**config.mk**
```make
export PLATFORM = sky130hd
export DESIGN_NAME = pic_priority_engine
export DESIGN_NICKNAME = d
export VERILOG_FILES = /design/src/rtl/pic_pkg.sv /design/src/rtl/pic_priority_pick.sv /design/src/rtl/pic_priority_engine.sv
export SDC_FILE = /design/constraint.sdc
export NUM_CORES = 1
export LEC_CHECK = 0
export CAP_MARGIN = 20
export CELL_PAD_IN_SITES_DETAIL_PLACEMENT = 2
export CELL_PAD_IN_SITES_GLOBAL_PLACEMENT = 2
export CORE_MARGIN = 10
export CORE_UTILIZATION = 30
export CTS_CLUSTER_SIZE = 20
export DETAILED_ROUTE_END_ITERATION = 16
export PLACE_DENSITY = 0.77
export SLEW_MARGIN = 20
export SYNTH_ARGS = -nofsm -noshare
export SYNTH_HDL_FRONTEND = slang
export SYNTH_SLANG_ARGS = --single-unit
export TNS_END_PERCENT = 100
```
**constraint.sdc**
```tcl
create_clock -name clock -period 4.79 [get_ports clock]
set_clock_uncertainty 0.05 [all_clocks]
set_input_delay 1.437 -clock clock [delete_from_list [all_inputs] [get_ports clock]]
set_output_delay 1.437 -clock clock [all_outputs]
set_load 0.02 [all_outputs]
```
**src/rtl/pic_pkg.sv**
```systemverilog
// Shared types and index arithmetic for the PIC priority engine.
package pic_pkg;

   typedef enum logic {
      IDLE = 1'b0,
      ACK1 = 1'b1
   } pic_state_e;

   // Lowest-priority channel after reset: the top channel, so channel 0 ranks highest.
   function automatic int unsigned reset_lowest_prio(input int unsigned num_irq);
      return num_irq - 1;
   endfunction

   // (a + b) mod n for a < n and b <= n. The wrap is explicit, so n need not be a power of two.
   function automatic int unsigned mod_add(input int unsigned a, input int unsigned b,
                                           input int unsigned n);
      int unsigned s;
      s = a + b;
      return (s >= n) ? s - n : s;
   endfunction

   function automatic logic idx_in_range(input int unsigned idx, input int unsigned n);
      return idx < n;
   endfunction

endpackage

```
**src/rtl/pic_priority_pick.sv**
```systemverilog
// Rotating find-highest: returns the set bit of vec that ranks highest when channel
// (lowest_prio+1) mod NUM_IRQ has top priority.
module pic_priority_pick
   import pic_pkg::*;
#(
   parameter  int NUM_IRQ = 8,
   localparam int IDX_W   = $clog2(NUM_IRQ)
) (
   input  logic [NUM_IRQ-1:0] vec,
   input  logic [IDX_W-1:0]   lowest_prio,
   output logic               found,
   output logic [IDX_W-1:0]   idx
);

   // NOTE: every variable written here gets a default first, so no latch is inferred.
   always_comb begin
      found = 1'b0;
      idx   = '0;
      // Walk from lowest to highest priority; the last hit is the winner.
      for (int k = NUM_IRQ; k >= 1; k--) begin
         logic [IDX_W-1:0] ch;
         ch = IDX_W'(mod_add(32'(lowest_prio), k, NUM_IRQ));
         if (vec[ch]) begin
            found = 1'b1;
            idx   = ch;
         end
      end
   end

endmodule

```
**src/rtl/pic_priority_engine.sv**
```systemverilog
// PIC priority engine: IRR/ISR, rotating priority, two-pulse INTA handshake, EOI.
// Optional `PIC_POLL_EN adds poll_rd / poll_data (poll acts as a one-step acknowledge).
module pic_priority_engine
   import pic_pkg::*;
#(
   parameter  int NUM_IRQ = 8,
   localparam int IDX_W   = $clog2(NUM_IRQ)
) (
   input  logic               clock,
   input  logic               reset,
   input  logic [NUM_IRQ-1:0] irq_in,
   input  logic               level_mode,
   input  logic [NUM_IRQ-1:0] imr,
   input  logic               special_mask_mode,
   input  logic               auto_eoi,
   input  logic               auto_rotate,
   input  logic               eoi_valid,
   input  logic               eoi_specific,
   input  logic [IDX_W-1:0]   eoi_level,
   input  logic               eoi_rotate,
   input  logic               set_prio_valid,
   input  logic [IDX_W-1:0]   set_prio_level,
   input  logic               inta,
`ifdef PIC_POLL_EN
   input  logic               poll_rd,
   output logic [IDX_W:0]     poll_data,
`endif
   output logic               int_out,
   output logic               ack_valid,
   output logic [IDX_W-1:0]   ack_id,
   output logic               ack_spurious,
   output logic [NUM_IRQ-1:0] irr,
   output logic [NUM_IRQ-1:0] isr,
   output logic [IDX_W-1:0]   lowest_prio
);

   pic_state_e         state_q, state_d;
   logic [NUM_IRQ-1:0] irr_q, irr_d, isr_q, isr_d, irq_prev_q, blk_set;
   logic [IDX_W-1:0]   lowest_q, lowest_d, frozen_q, frozen_d, ack_id_q, ack_id_d;
   logic [IDX_W-1:0]   cand_idx, blk_idx, ack_idx;
   logic               spur_q, spur_d, int_q, int_d;
   logic               ack_valid_q, ack_valid_d, ack_spur_q, ack_spur_d;
   logic               cand_found, blk_found, blocked, poll_go, do_ack, ack_real;
   logic [31:0]        rank_off, cand_rank, blk_rank;

   assign blk_set = special_mask_mode ? (isr_q & ~imr) : isr_q;

   pic_priority_pick #(.NUM_IRQ(NUM_IRQ)) u_cand_pick (
      .vec         (irr_q & ~imr),
      .lowest_prio (lowest_q),
      .found       (cand_found),
      .idx         (cand_idx)
   );

   pic_priority_pick #(.NUM_IRQ(NUM_IRQ)) u_blk_pick (
      .vec         (blk_set),
      .lowest_prio (lowest_q),
      .found       (blk_found),
      .idx         (blk_idx)
   );

   // Rank 0 is the highest-priority channel; only the top blocking bit needs comparing.
   assign rank_off  = 32'(NUM_IRQ - 1) - 32'(lowest_q);
   assign cand_rank = mod_add(32'(cand_idx), rank_off, NUM_IRQ);
   assign blk_rank  = mod_add(32'(blk_idx), rank_off, NUM_IRQ);
   assign blocked   = blk_found && (blk_rank <= cand_rank);

`ifdef PIC_POLL_EN
   logic [IDX_W:0] poll_data_q, poll_data_d;

   assign poll_go     = poll_rd;
   assign poll_data_d = {cand_found, cand_found ? cand_idx : {IDX_W{1'b0}}};

   always_ff @(posedge clock or posedge reset) begin
      if (reset) begin
         poll_data_q <= '0;
      end else if (poll_go && (state_q == IDLE) && !inta) begin
         poll_data_q <= poll_data_d;
      end
   end

   assign poll_data = poll_data_q;
`else
   assign poll_go = 1'b0;
`endif

   always_comb begin
      irr_d       = level_mode ? irq_in : (irr_q | (irq_in & ~irq_prev_q));
      isr_d       = isr_q;
      lowest_d    = lowest_q;
      state_d     = state_q;
      frozen_d    = frozen_q;
      spur_d      = spur_q;
      ack_valid_d = 1'b0;
      ack_id_d    = ack_id_q;
      ack_spur_d  = ack_spur_q;
      do_ack      = 1'b0;
      ack_idx     = frozen_q;
      ack_real    = 1'b0;
      int_d       = (state_q == IDLE) && !inta && !poll_go && cand_found && !blocked;

      case (state_q)
         IDLE: begin
            if (inta) begin
               state_d  = ACK1;
               frozen_d = cand_found ? cand_idx : IDX_W'(NUM_IRQ - 1);
               spur_d   = !cand_found;
            end else if (poll_go) begin
               do_ack   = 1'b1;
               ack_idx  = cand_idx;
               ack_real = cand_found;
            end
         end
         ACK1: begin
            if (inta) begin
               state_d     = IDLE;
               do_ack      = 1'b1;
               ack_real    = !spur_q;
               ack_valid_d = 1'b1;
               ack_id_d    = frozen_q;
               ack_spur_d  = spur_q;
            end
         end
         default: state_d = IDLE;
      endcase

      // Pointer writers in rising precedence: auto-EOI rotation, EOI rotation, set_prio.
      if (do_ack && ack_real && auto_eoi && auto_rotate) begin
         lowest_d = ack_idx;
      end

      if (eoi_valid) begin
         if (eoi_specific) begin
            if (idx_in_range(32'(eoi_level), NUM_IRQ)) begin
               isr_d[eoi_level] = 1'b0;
               if (eoi_rotate) lowest_d = eoi_level;
            end
         end else if (blk_found) begin
            isr_d[blk_idx] = 1'b0;
            if (eoi_rotate || auto_rotate) lowest_d = blk_idx;
         end
      end

      // Applied after capture and EOI: the acknowledge clear/set wins on the same bit.
      if (do_ack && ack_real) begin
         irr_d[ack_idx] = 1'b0;
         if (!auto_eoi) isr_d[ack_idx] = 1'b1;
      end

      if (set_prio_valid && idx_in_range(32'(set_prio_level), NUM_IRQ)) begin
         lowest_d = set_prio_level;
      end
   end

   // NOTE: sequential state is updated with non-blocking assignments only.
   always_ff @(posedge clock or posedge reset) begin
      if (reset) begin
         state_q     <= IDLE;
         irr_q       <= '0;
         isr_q       <= '0;
         irq_prev_q  <= '0;
         lowest_q    <= IDX_W'(reset_lowest_prio(NUM_IRQ));
         frozen_q    <= '0;
         spur_q      <= 1'b0;
         int_q       <= 1'b0;
         ack_valid_q <= 1'b0;
         ack_id_q    <= '0;
         ack_spur_q  <= 1'b0;
      end else begin
         state_q     <= state_d;
         irr_q       <= irr_d;
         isr_q       <= isr_d;
         irq_prev_q  <= irq_in;
         lowest_q    <= lowest_d;
         frozen_q    <= frozen_d;
         spur_q      <= spur_d;
         int_q       <= int_d;
         ack_valid_q <= ack_valid_d;
         ack_id_q    <= ack_id_d;
         ack_spur_q  <= ack_spur_d;
      end
   end

   assign int_out      = int_q;
   assign ack_valid    = ack_valid_q;
   assign ack_id       = ack_id_q;
   assign ack_spurious = ack_spur_q;
   assign irr          = irr_q;
   assign isr          = isr_q;
   assign lowest_prio  = lowest_q;

endmodule

```
# Word-level counts from Yosys, hierarchy flattened
# Index checks and enable logic that the tools add are counted.
# totals
reg_bits	38
output_inout_bits	25
word_cells	191
# op_classes
add_sub_neg	21
magnitude_cmp	25
mux	103
n_bitwise	14
n_reduce_logical	17
# ops
operator	count
$mux W3	32
$ge A32 B4 Y1 const B	2
$mux W32	2
$mux W8	8
$and A8 B8 Y8	6
$bmux W1 S3	16
$lt A3 B4 Y1 const B	11
$not A8 Y8	5
$mux W1	39
$le A32 B32 Y1	1
$ge A4 B4 Y1 const B	7
$sub A3 B1 Y3 const B	8
$add A3 B3 Y4 const B	4
$or A8 B8 Y8	2
$sub A5 B5 Y6 const B	2
$add A4 B4 Y5	2
$logic_and A1 B1 Y1	10
$demux W1 S3	3
$ge A3 B1 Y1 const B	3
$add A3 B2 Y4 const B	2
$pmux W1 S2	3
$add A3 B4 Y5 const B	1
$ge A5 B4 Y1 const B	1
$add A3 B1 Y4 const B	1
other kinds (5)	9

# Logic depth before layout (Yosys ltp)
# Gate-level depths: netlist (run 1).
# depth
word_depth	25
depth_mapped	23
mapped_depth_nobuf	19

# Cells and area by module
# A second synthesis (run 1) with hierarchy kept.
# unflattened
hier_cells	356
area_unflattened_um2	3437.0
# by_module_without_submodules
module	n_inst	cells_per_inst	area_each_um2	seq_area_each_um2
pic_priority_engine	1	202	2088.3	954.7
pic_priority_pick	2	77	674.4	0.0

# Worst setup path before layout (run 1)
# Ideal clock, no wire load.
# synth_timing
path_kind	in2reg
from	in special_mask_mode
to	reg int_q, in the netlist int_out
setup_ps	120
t_arrival_ps	4822
t_required_ps	4620
path_slack_ps	-201
path_stages	15
path_buffers	2
path_cell_list	clkbuf_1 > clkbuf_1 > a21oi_1 > mux4_2 > o2111ai_1 > a31oi_1 > mux2_4 > ha_1 > fa_1 > ha_1 > nor2b_1 > o21a_1 > o21ai_0 > nand4b_1 > and3_1
# synth_via
elab_chain_len	18
# synth_lines
element	line_no	rtl
start, declared	pic_priority_engine.sv:14	input logic special_mask_mode,
$mux W8 (*)	pic_priority_engine.sv:46	assign blk_set = special_mask_mode ? (isr_q & ~imr) : isr_q;
$bmux W1 S3	pic_priority_pick.sv:23	if (vec[ch]) begin
$mux W1 (implied by the code)	pic_priority_pick.sv:23	
$mux W3 (8 in series)	pic_priority_pick.sv:23	
$add A4 B4 Y5	pic_pkg.sv:18	s = a + b;
$ge A32 B4 Y1 / $sub A5 B5 Y6 (equally long branches)	pic_pkg.sv:19	return (s >= n) ? s - n : s;
$mux W32	pic_pkg.sv:19	
$le A32 B32 Y1	pic_priority_engine.sv:66	assign blocked = blk_found && (blk_rank <= cand_rank);
$logic_and A1 B1 Y1 (*)	pic_priority_engine.sv:66	
$logic_not A1 Y1 (*)	pic_priority_engine.sv:100	int_d = (state_q == IDLE) && !inta && !poll_go && cand_found && !blocked;
$logic_and A1 B1 Y1 (*)	pic_priority_engine.sv:100	
via int_d	pic_priority_engine.sv:41	logic spur_q, spur_d, int_q, int_d;
end signal, assigned	pic_priority_engine.sv:177	int_q <= int_d;
end, declared	pic_priority_engine.sv:41	
# The timed path passes the listed nets; every way through them passes the cells marked *. The select of a mux whose other input is x is not followed.
# A chain may end at the register's enable or synchronous reset.

# Worst setup path in the final report (run 1)
# Same ends and word-level chain as after synthesis.

==> flow_summary.yaml, run 1 <==
outcome:
  status: "finished, violations left"
  failed_checks: "negative setup slack"
routing:
  drt-initial-drc-count: 302
  wl_per_cell_um: 24.4
  wl_met1_um: 7990
  ant_nets: 0
  drt_first_pass_iters: 5
  via_per_inst: 5.69
  drt-total-wl_um: 18200
  drc_errors: 0
  route.top_layer_used: "met4"
  met2_wirelength_um: 9320
  route.vias.total: 4247
  wl_met3_um: 562
synth:
  post_synthesis_cell_area_sq_mm: 0.00382
  synth.net_count: 483
  synth_ff_type: "sky130_fd_sc_hd__dfrtp_1"
  synth_seq_cells: 38
  synth_area_leaders: "sky130_fd_sc_hd__dfrtp_1 23%, sky130_fd_sc_hd__mux4_2 6.5%, sky130_fd_sc_hd__mux2i_1 6.0%, sky130_fd_sc_hd__a21oi_1 4.3%, sky130_fd_sc_hd__ha_1 4.3%"
  synth_enable_flop_cells: 0
  warnings_synthesis: 0
  commonest_cells_in_the_netlist: "35 x sky130_fd_sc_hd__dfrtp_1, 33 x sky130_fd_sc_hd__a21oi_1, 30 x sky130_fd_sc_hd__nor2_1"
  sequential_fraction_of_the_synthesis_area: 0.250
  synthDominantAreaCellType: "sky130_fd_sc_hd__dfrtp_1"
  syn-instance-count: 435
  synth_top_area_share: 0.229
  yosys.cell_types.count: 69
  synthesis.area_per_instance_sq_um: 8.78
  post_synthesis_async_set_or_reset_flop_share: 1.00
  synth_most_common_cell: "sky130_fd_sc_hd__dfrtp_1"
timing:
  unrepaired_setup_endpoints_after_global_routing: "yes"
  min_period_over_period: 1.03
  finalHoldWorstSlack_ns: 0.469
  final_max_slew_viol_count: 0
  tightest_slew_margin_relative_to_the_limit: 0.540
  max_slew.worst_pin.slew_ns: 0.685
  finalCriticalPeriod_ns: 4.95
  setup_slack_ns: -0.159
  report.final.setup_viol: 1
  timing_hold_violations_final: 0
  fmax_mhz: 202
clock_tree:
  root_buf_cell: "sky130_fd_sc_hd__clkbuf_16"
  cts.sink_count: 38
  cts_tree: "built"
  clk_latency_ns: 0.29
  cts-hold-fix-buffers: 0
  maximum_count_of_clock_buffers_along_a_single_path: 2
  h_tree_levels: 2
  clkSlewWorstSetupHoldPaths_ns: 0.06
  cts-buffers-inserted: 5
place:
  placement.cell_area_sq_mm: 0.00520
  place.port_buffers: 57
  globalplace.congestion: 0.924
  detailedPlacementHpwl_um: 13900
job:
  cap_viol_max_count: 0
finish:
  drive_gt1_frac: 0.312
  area_growth_syn_to_layout_pct: 46.2
  nets: 621
  post-route-cell-area_sq_mm: 0.00558
  insertedDiodeCount: 0
global_route:
  number_of_antenna_violations_at_the_first_check_in_global_routing: 0
  grtUsageTotal: 0.203
  maximum_number_of_pins_on_one_net_before_global_route_repair: 25
  grt_pass1_wl_um: 28900
  vias_in_the_first_global_route: 4839
  globalRoute.totalOverflow: 0
critical_path:
  worstSetupEndpointType: "register"
  crit_required_ns: 4.92
  critPathMaxFanout: 7
  timing.rr.start: "lowest_prio[0]$_DFF_PP1_"
  ff2ff_setup_slack_ns: 0.09
  reg2reg_to: "int_out$_DFF_PP0_"
  timing.critical_path.arrival_ns: 5.08
  worst_setup_path_type: "in2reg"
  start_kind: "input port"
  ff2ff_path_depth: 16
hold_path:
  min-delay-path-class: "reg2reg"
  hold_path_startpoint: "ack_id[1]$_DFFE_PP0P_"
  hold_crit_endpoint: "ack_id[1]$_DFFE_PP0P_"
  holdPathStages: 1
pwr:
  p_leak_nw: 2.33
  irDropWorstVdd_v: 0.000371
  power_density_mw_per_mm2: 872
floorplan:
  start_util: 0.305
  io-pin-count: 58
  die_height_um: 133
  die-area_sq_mm: 0.0176
  die_w_um: 133
  rows: 41
  core_region_area_sq_mm: 0.0125
cell usage in the layout (no fill, tap or decap), drive strengths merged, types with 9 or more instances in the layout:
| cell | netlist | layout |
|---|---|---|
| nor2b | 14 | 14 |
| a21oi | 35 | 35 |
| clkdlybuf4s50 | 0 | 48 |
| o21a | 10 | 10 |
| nand2b | 12 | 12 |
| nor3 | 9 | 9 |
| nor2 | 30 | 30 |
| nand3 | 11 | 11 |
| nand2 | 26 | 26 |
| buf | 6 | 96 |
| mux4 | 11 | 11 |
| dfrtp | 35 | 35 |
| o21ai | 28 | 28 |
| ha | 13 | 13 |
| mux2 | 16 | 16 |
| a211oi | 11 | 11 |
| mux2i | 23 | 23 |
| inv | 20 | 20 |
| clkbuf | 14 | 10 |
metal layers:
layer / vias up / GRT usage
met5: - / 0
met4: 0 / 0.0562
met3: 24 / 0.0189
met2: 103 / 0.361
met1: 2178 / 0.254
li1: 1942 / -
worst max-delay path, cell delays in order:
cell and delay [ns]:
sky130_fd_sc_hd__dlygate4sd2_1 0.31, sky130_fd_sc_hd__buf_6 0.17, sky130_fd_sc_hd__a21o_4 0.24, sky130_fd_sc_hd__mux4_2 0.49, sky130_fd_sc_hd__o2111ai_2 0.23, sky130_fd_sc_hd__a31oi_2 0.13, sky130_fd_sc_hd__mux2_4 0.33, sky130_fd_sc_hd__ha_2 0.19
sky130_fd_sc_hd__fa_1 0.59, sky130_fd_sc_hd__ha_4 0.22, sky130_fd_sc_hd__nor2b_1 0.13, sky130_fd_sc_hd__o21a_1 0.20, sky130_fd_sc_hd__o21ai_2 0.13, sky130_fd_sc_hd__nand4b_1 0.11, sky130_fd_sc_hd__and3_1 0.16
flip-flops by register name (all words and copies together), names as in the netlist:
signal,count
frozen_q,3
ack_spurious,1
int_out,1
ack_id,3
isr,8
spur_q,1
ack_valid,1
state_q,1
lowest_prio,3
irq_prev_q,8
irr,8
report_power, final:
group / switching, W / internal (W)
logic: 0.00207 / 0.00177
registers: 0.000149 / 0.000421
clock network: 0.000138 / 0.000313
per-stage QoR:
stage	TNS (ns)	cells	total power, W	worst slack, ns	utilization
floorplan	0	435	0.00264	0.00224	-
detailed placement	-0.872	726	0.00412	-0.872	0.415
global route	-0.280	746	0.00524	-0.280	0.446
finish	-0.159	746	0.00487	-0.159	0.446
global placement	-0.628	725	0.00386	-0.628	0.414
CTS	-0.170	744	0.00481	-0.170	0.442
cells by family after synthesis:
family | count (synthesis) | synth area share
simple gates | 134 | 0.190
flops | 38 | 0.250
fa+ha+maj | 15 | 0.0531
compound gates | 150 | 0.267
buf+inv | 41 | 0.0492
mux | 50 | 0.174
xor+xnor | 7 | 0.0161
final cells by class:
cell class,count,area (sq um)
Inverter,21,81.3
Tap cell,172,215
Sequential cell,38,955
Timing Repair Buffer,151,1280
Fill cell,1397,6930
Clock buffer,6,139
Clock inverter,2,60.1
Multi-Input combinational cell,356,2850
worst max-delay path by stage:
| stage | start | endpoint | slack (ns) | cells past startpoint |
|---|---|---|---|---|
| 6_report | special_mask_mode | int_out$_DFF_PP0_ | -0.16 | 15 |
| 2_1_floorplan | special_mask_mode | int_out$_DFF_PP0_ | 0.002 | 14 |
| 3_5_place_dp | imr[4] | int_out$_DFF_PP0_ | -0.87 | 18 |
| 5_1_grt | special_mask_mode | int_out$_DFF_PP0_ | -0.28 | 15 |
| 4_1_cts | imr[4] | int_out$_DFF_PP0_ | -0.17 | 18 |
| 3_3_place_gp | imr[4] | int_out$_DFF_PP0_ | -0.63 | 17 |
timing repair:
item                       in CTS  in global routing
gates cloned                    1                  0
pin swaps                      12                 10
buffers inserted                9                  2
gates resized for setup        41                 17
setup endpoints to repair       1                  1
Power figures use the tool's default switching activity.
==> run 2, diff against run 1 <==
--- a/config.mk
+++ b/config.mk
@@ -5,6 +5,7 @@
 export SDC_FILE = /design/constraint.sdc
 export NUM_CORES = 1
 export LEC_CHECK = 0
+export ABC_CLOCK_PERIOD_IN_PS = 4790
 export CAP_MARGIN = 20
 export CELL_PAD_IN_SITES_DETAIL_PLACEMENT = 2
 export CELL_PAD_IN_SITES_GLOBAL_PLACEMENT = 2
==> results of run 2 <==
Final layout, timing and power as in run 1 (identical DEF).
==> run 3, diff against run 2 <==
--- a/config.mk
+++ b/config.mk
@@ -5,15 +5,16 @@
 export SDC_FILE = /design/constraint.sdc
 export NUM_CORES = 1
 export LEC_CHECK = 0
-export ABC_CLOCK_PERIOD_IN_PS = 4790
+export ABC_CLOCK_PERIOD_IN_PS = 6300
 export CAP_MARGIN = 20
 export CELL_PAD_IN_SITES_DETAIL_PLACEMENT = 2
 export CELL_PAD_IN_SITES_GLOBAL_PLACEMENT = 2
+export CORE_ASPECT_RATIO = 1.5
 export CORE_MARGIN = 10
-export CORE_UTILIZATION = 30
+export CORE_UTILIZATION = 36
 export CTS_CLUSTER_SIZE = 20
 export DETAILED_ROUTE_END_ITERATION = 16
-export PLACE_DENSITY = 0.77
+export PLACE_DENSITY = 0.86
 export SLEW_MARGIN = 20
 export SYNTH_ARGS = -nofsm -noshare
 export SYNTH_HDL_FRONTEND = slang
==> constraint.sdc (replaced) <==
create_clock -name clock -period 6.3 [get_ports clock]
set_clock_uncertainty 0.05 [all_clocks]
set_input_delay 1.89 -clock clock [delete_from_list [all_inputs] [get_ports clock]]
set_output_delay 1.89 -clock clock [all_outputs]
set_load 0.02 [all_outputs]
==> flow_summary.yaml, run 3 (synthesis results as in run 1) <==
clock_tree:
  cts-hold-fix-buffers: 0
  post_cts.resized_instances: 0
  cts-buffers-inserted: 5
  clkSlewWorstSetupHoldPaths_ns: 0.06
  h_tree_levels: 2
  root_buf_cell: "sky130_fd_sc_hd__clkbuf_16"
  clk_latency_ns: 0.29
  cts_tree: "built"
  post-cts-setup-buffer-count: 0
  cts.sink_count: 38
  maximum_count_of_clock_buffers_along_a_single_path: 2
global_route:
  grt_use_met1: 0.226
  grtUsageTotal: 0.212
  maximum_number_of_pins_on_one_net_before_global_route_repair: 39
  grt_use_met3: 0.0295
  number_of_antenna_violations_at_the_first_check_in_global_routing: 0
  vias_in_the_first_global_route: 4443
  grt_use_met2: 0.398
  busiest_layer: "met2"
  globalRoute.totalOverflow: 0
  grt_pass1_wl_um: 25900
critical_path:
  start_kind: "input port"
  timing.rr.start: "lowest_prio[0]$_DFF_PP1_"
  biggest_cell_delay_along_the_critical_path_ns: 0.53
  timing.critical_path.arrival_ns: 6.12
  crit_required_ns: 6.43
  crit_chain: "clkdlybuf4s50_1 -> nand2b_1 -> mux2_4 -> mux4_2 -> and3_1 -> o41ai_1 -> nand3_1 -> o211ai_1 -> ha_1 -> inv_1 -> fa_1 -> xor2_1 -> xnor2_1 -> ha_1 -> o21a_1 -> o21ai_0 -> nand4b_1 -> and3_1"
  critPathMaxFanout: 5
  ff2ff_path_depth: 18
  crit_start: "imr[4]"
  worst_setup_path_type: "in2reg"
  worstSetupEndpointType: "register"
  worst_path_max_delay_cell: "sky130_fd_sc_hd__mux4_2"
finish:
  finalCoreUtilization: 0.450
  drive_gt1_frac: 0.116
  layout.area.seq_sq_um: 955
  multi_input_comb_area_sq_mm: 0.00268
  final_common_cell: "sky130_fd_sc_hd__clkdlybuf4s50_1"
  nets: 538
  area_growth_syn_to_layout_pct: 23.5
  post-route-cell-area_sq_mm: 0.00472
  final-instance-count-excl-fill: 635
  mostFrequentLayoutCells: "57 x sky130_fd_sc_hd__clkdlybuf4s50_1, 35 x sky130_fd_sc_hd__dfrtp_1, 33 x sky130_fd_sc_hd__a21oi_1"
  insertedDiodeCount: 0
  final.fill_count: 1155
hold_path:
  hold_path_startpoint: "ack_id[0]$_DFFE_PP0P_"
  holdPathStages: 1
  min-delay-path-class: "reg2reg"
timing:
  final.setup.tns_ns: 0
  tightest_slew_margin_relative_to_the_limit: 0.386
  unrepaired_setup_endpoints_after_global_routing: "no"
  finalCriticalPeriod_ns: 5.99
  timing_hold_violations_final: 0
  report.final.setup_viol: 0
  fmax_mhz: 167
  setup_slack_ns: 0.308
  min_period_over_period: 0.951
  final_max_slew_viol_count: 0
  max_slew.worst_pin.slew_ns: 0.915
place:
  globalplace.congestion: 0.927
  placement.cell_area_sq_mm: 0.00454
  dp_slack_ns: 0.107
  detailedPlacementHpwl_um: 12500
  placed_instances: 627
  place.port_buffers: 57
floorplan:
  die_w_um: 104
  io-pin-count: 58
  die_height_um: 146
  rows: 46
  start_util: 0.364
  die-area_sq_mm: 0.0152
  core_region_area_sq_mm: 0.0105
routing:
  ant_nets: 0
  drt_first_pass_iters: 4
  drt-total-wl_um: 16500
  wl_per_cell_um: 26.0
  via_per_inst: 6.24
  route.vias.total: 3963
  drt-initial-drc-count: 151
  drc_errors: 0
pwr:
  power_density_mw_per_mm2: 633
  p_leak_nw: 1.85
  irDropWorstVdd_v: 0.000246
job:
  cap_viol_max_count: 0
outcome:
  status: "complete, no violations"
run 3: cell count changes in the layout (fill, tap and decap cells not counted), moves of 3 or more:
cell	before	now
sky130_fd_sc_hd__clkdlybuf4s50_1	48	57
sky130_fd_sc_hd__buf_4	91	11
sky130_fd_sc_hd__nor2b_2	6	0
sky130_fd_sc_hd__clkbuf_2	4	0
sky130_fd_sc_hd__mux2i_1	20	23
sky130_fd_sc_hd__buf_6	3	0
sky130_fd_sc_hd__ha_1	10	13
sky130_fd_sc_hd__nor2b_1	8	14
run 3: metal layers:
metal	routed length, um	part of all wire
met2	9030	0.55
met3	511	0.031
met5	0	0
met4	678	0.041
met1	6310	0.38
run 3: final timing paths:
path	endpoint	slack, ns
max	int_out$_DFF_PP0_	0.31
min	ack_id[0]$_DFFE_PP0P_	0.47
max reg2reg	int_out$_DFF_PP0_	1.25
min reg2reg	ack_id[0]$_DFFE_PP0P_	0.47
max in group asynchronous	lowest_prio[0]$_DFF_PP1_	3.85
min in group asynchronous	ack_spurious$_DFFE_PP0P_	1.97
run 3: area by class of cell:
type | instances | share of cell area
clock buffer | 5 | 0.0265
clock inverter | 3 | 0.00955
inverter | 21 | 0.0172
multi-input combinational | 356 | 0.568
sequential | 38 | 0.202
tap | 144 | 0.0382
timing repair buffer | 68 | 0.138
run 3: report_power, final:
group          leakage [nW]  switching (W)  internal (W)
Sequential            0.457       0.000121      0.000320
Combinational          1.31        0.00132      0.000929
Clock                0.0760       0.000104      0.000187
Total                  1.85        0.00155       0.00144
run 3: metrics by stage:
step | hold slack [ns] | total power (W)
finish | 0.468 | 0.00298
global route | 0.496 | 0.00321
CTS | 0.482 | 0.00298
detailed placement | 0.465 | 0.00260
global placement | 0.443 | 0.00251
floorplan | 0.429 | 0.00191
run 3: worst max-delay path, delay by kind of cell:
kind	cells	cell delay, ns
adder cells (fa/ha/maj)	3	0.89
multiplexers	2	0.83
AND/OR/NAND/NOR	5	0.86
AO/OA/AOI/OAI	4	0.81
buffers and inverters	2	0.52
XOR/XNOR	2	0.32
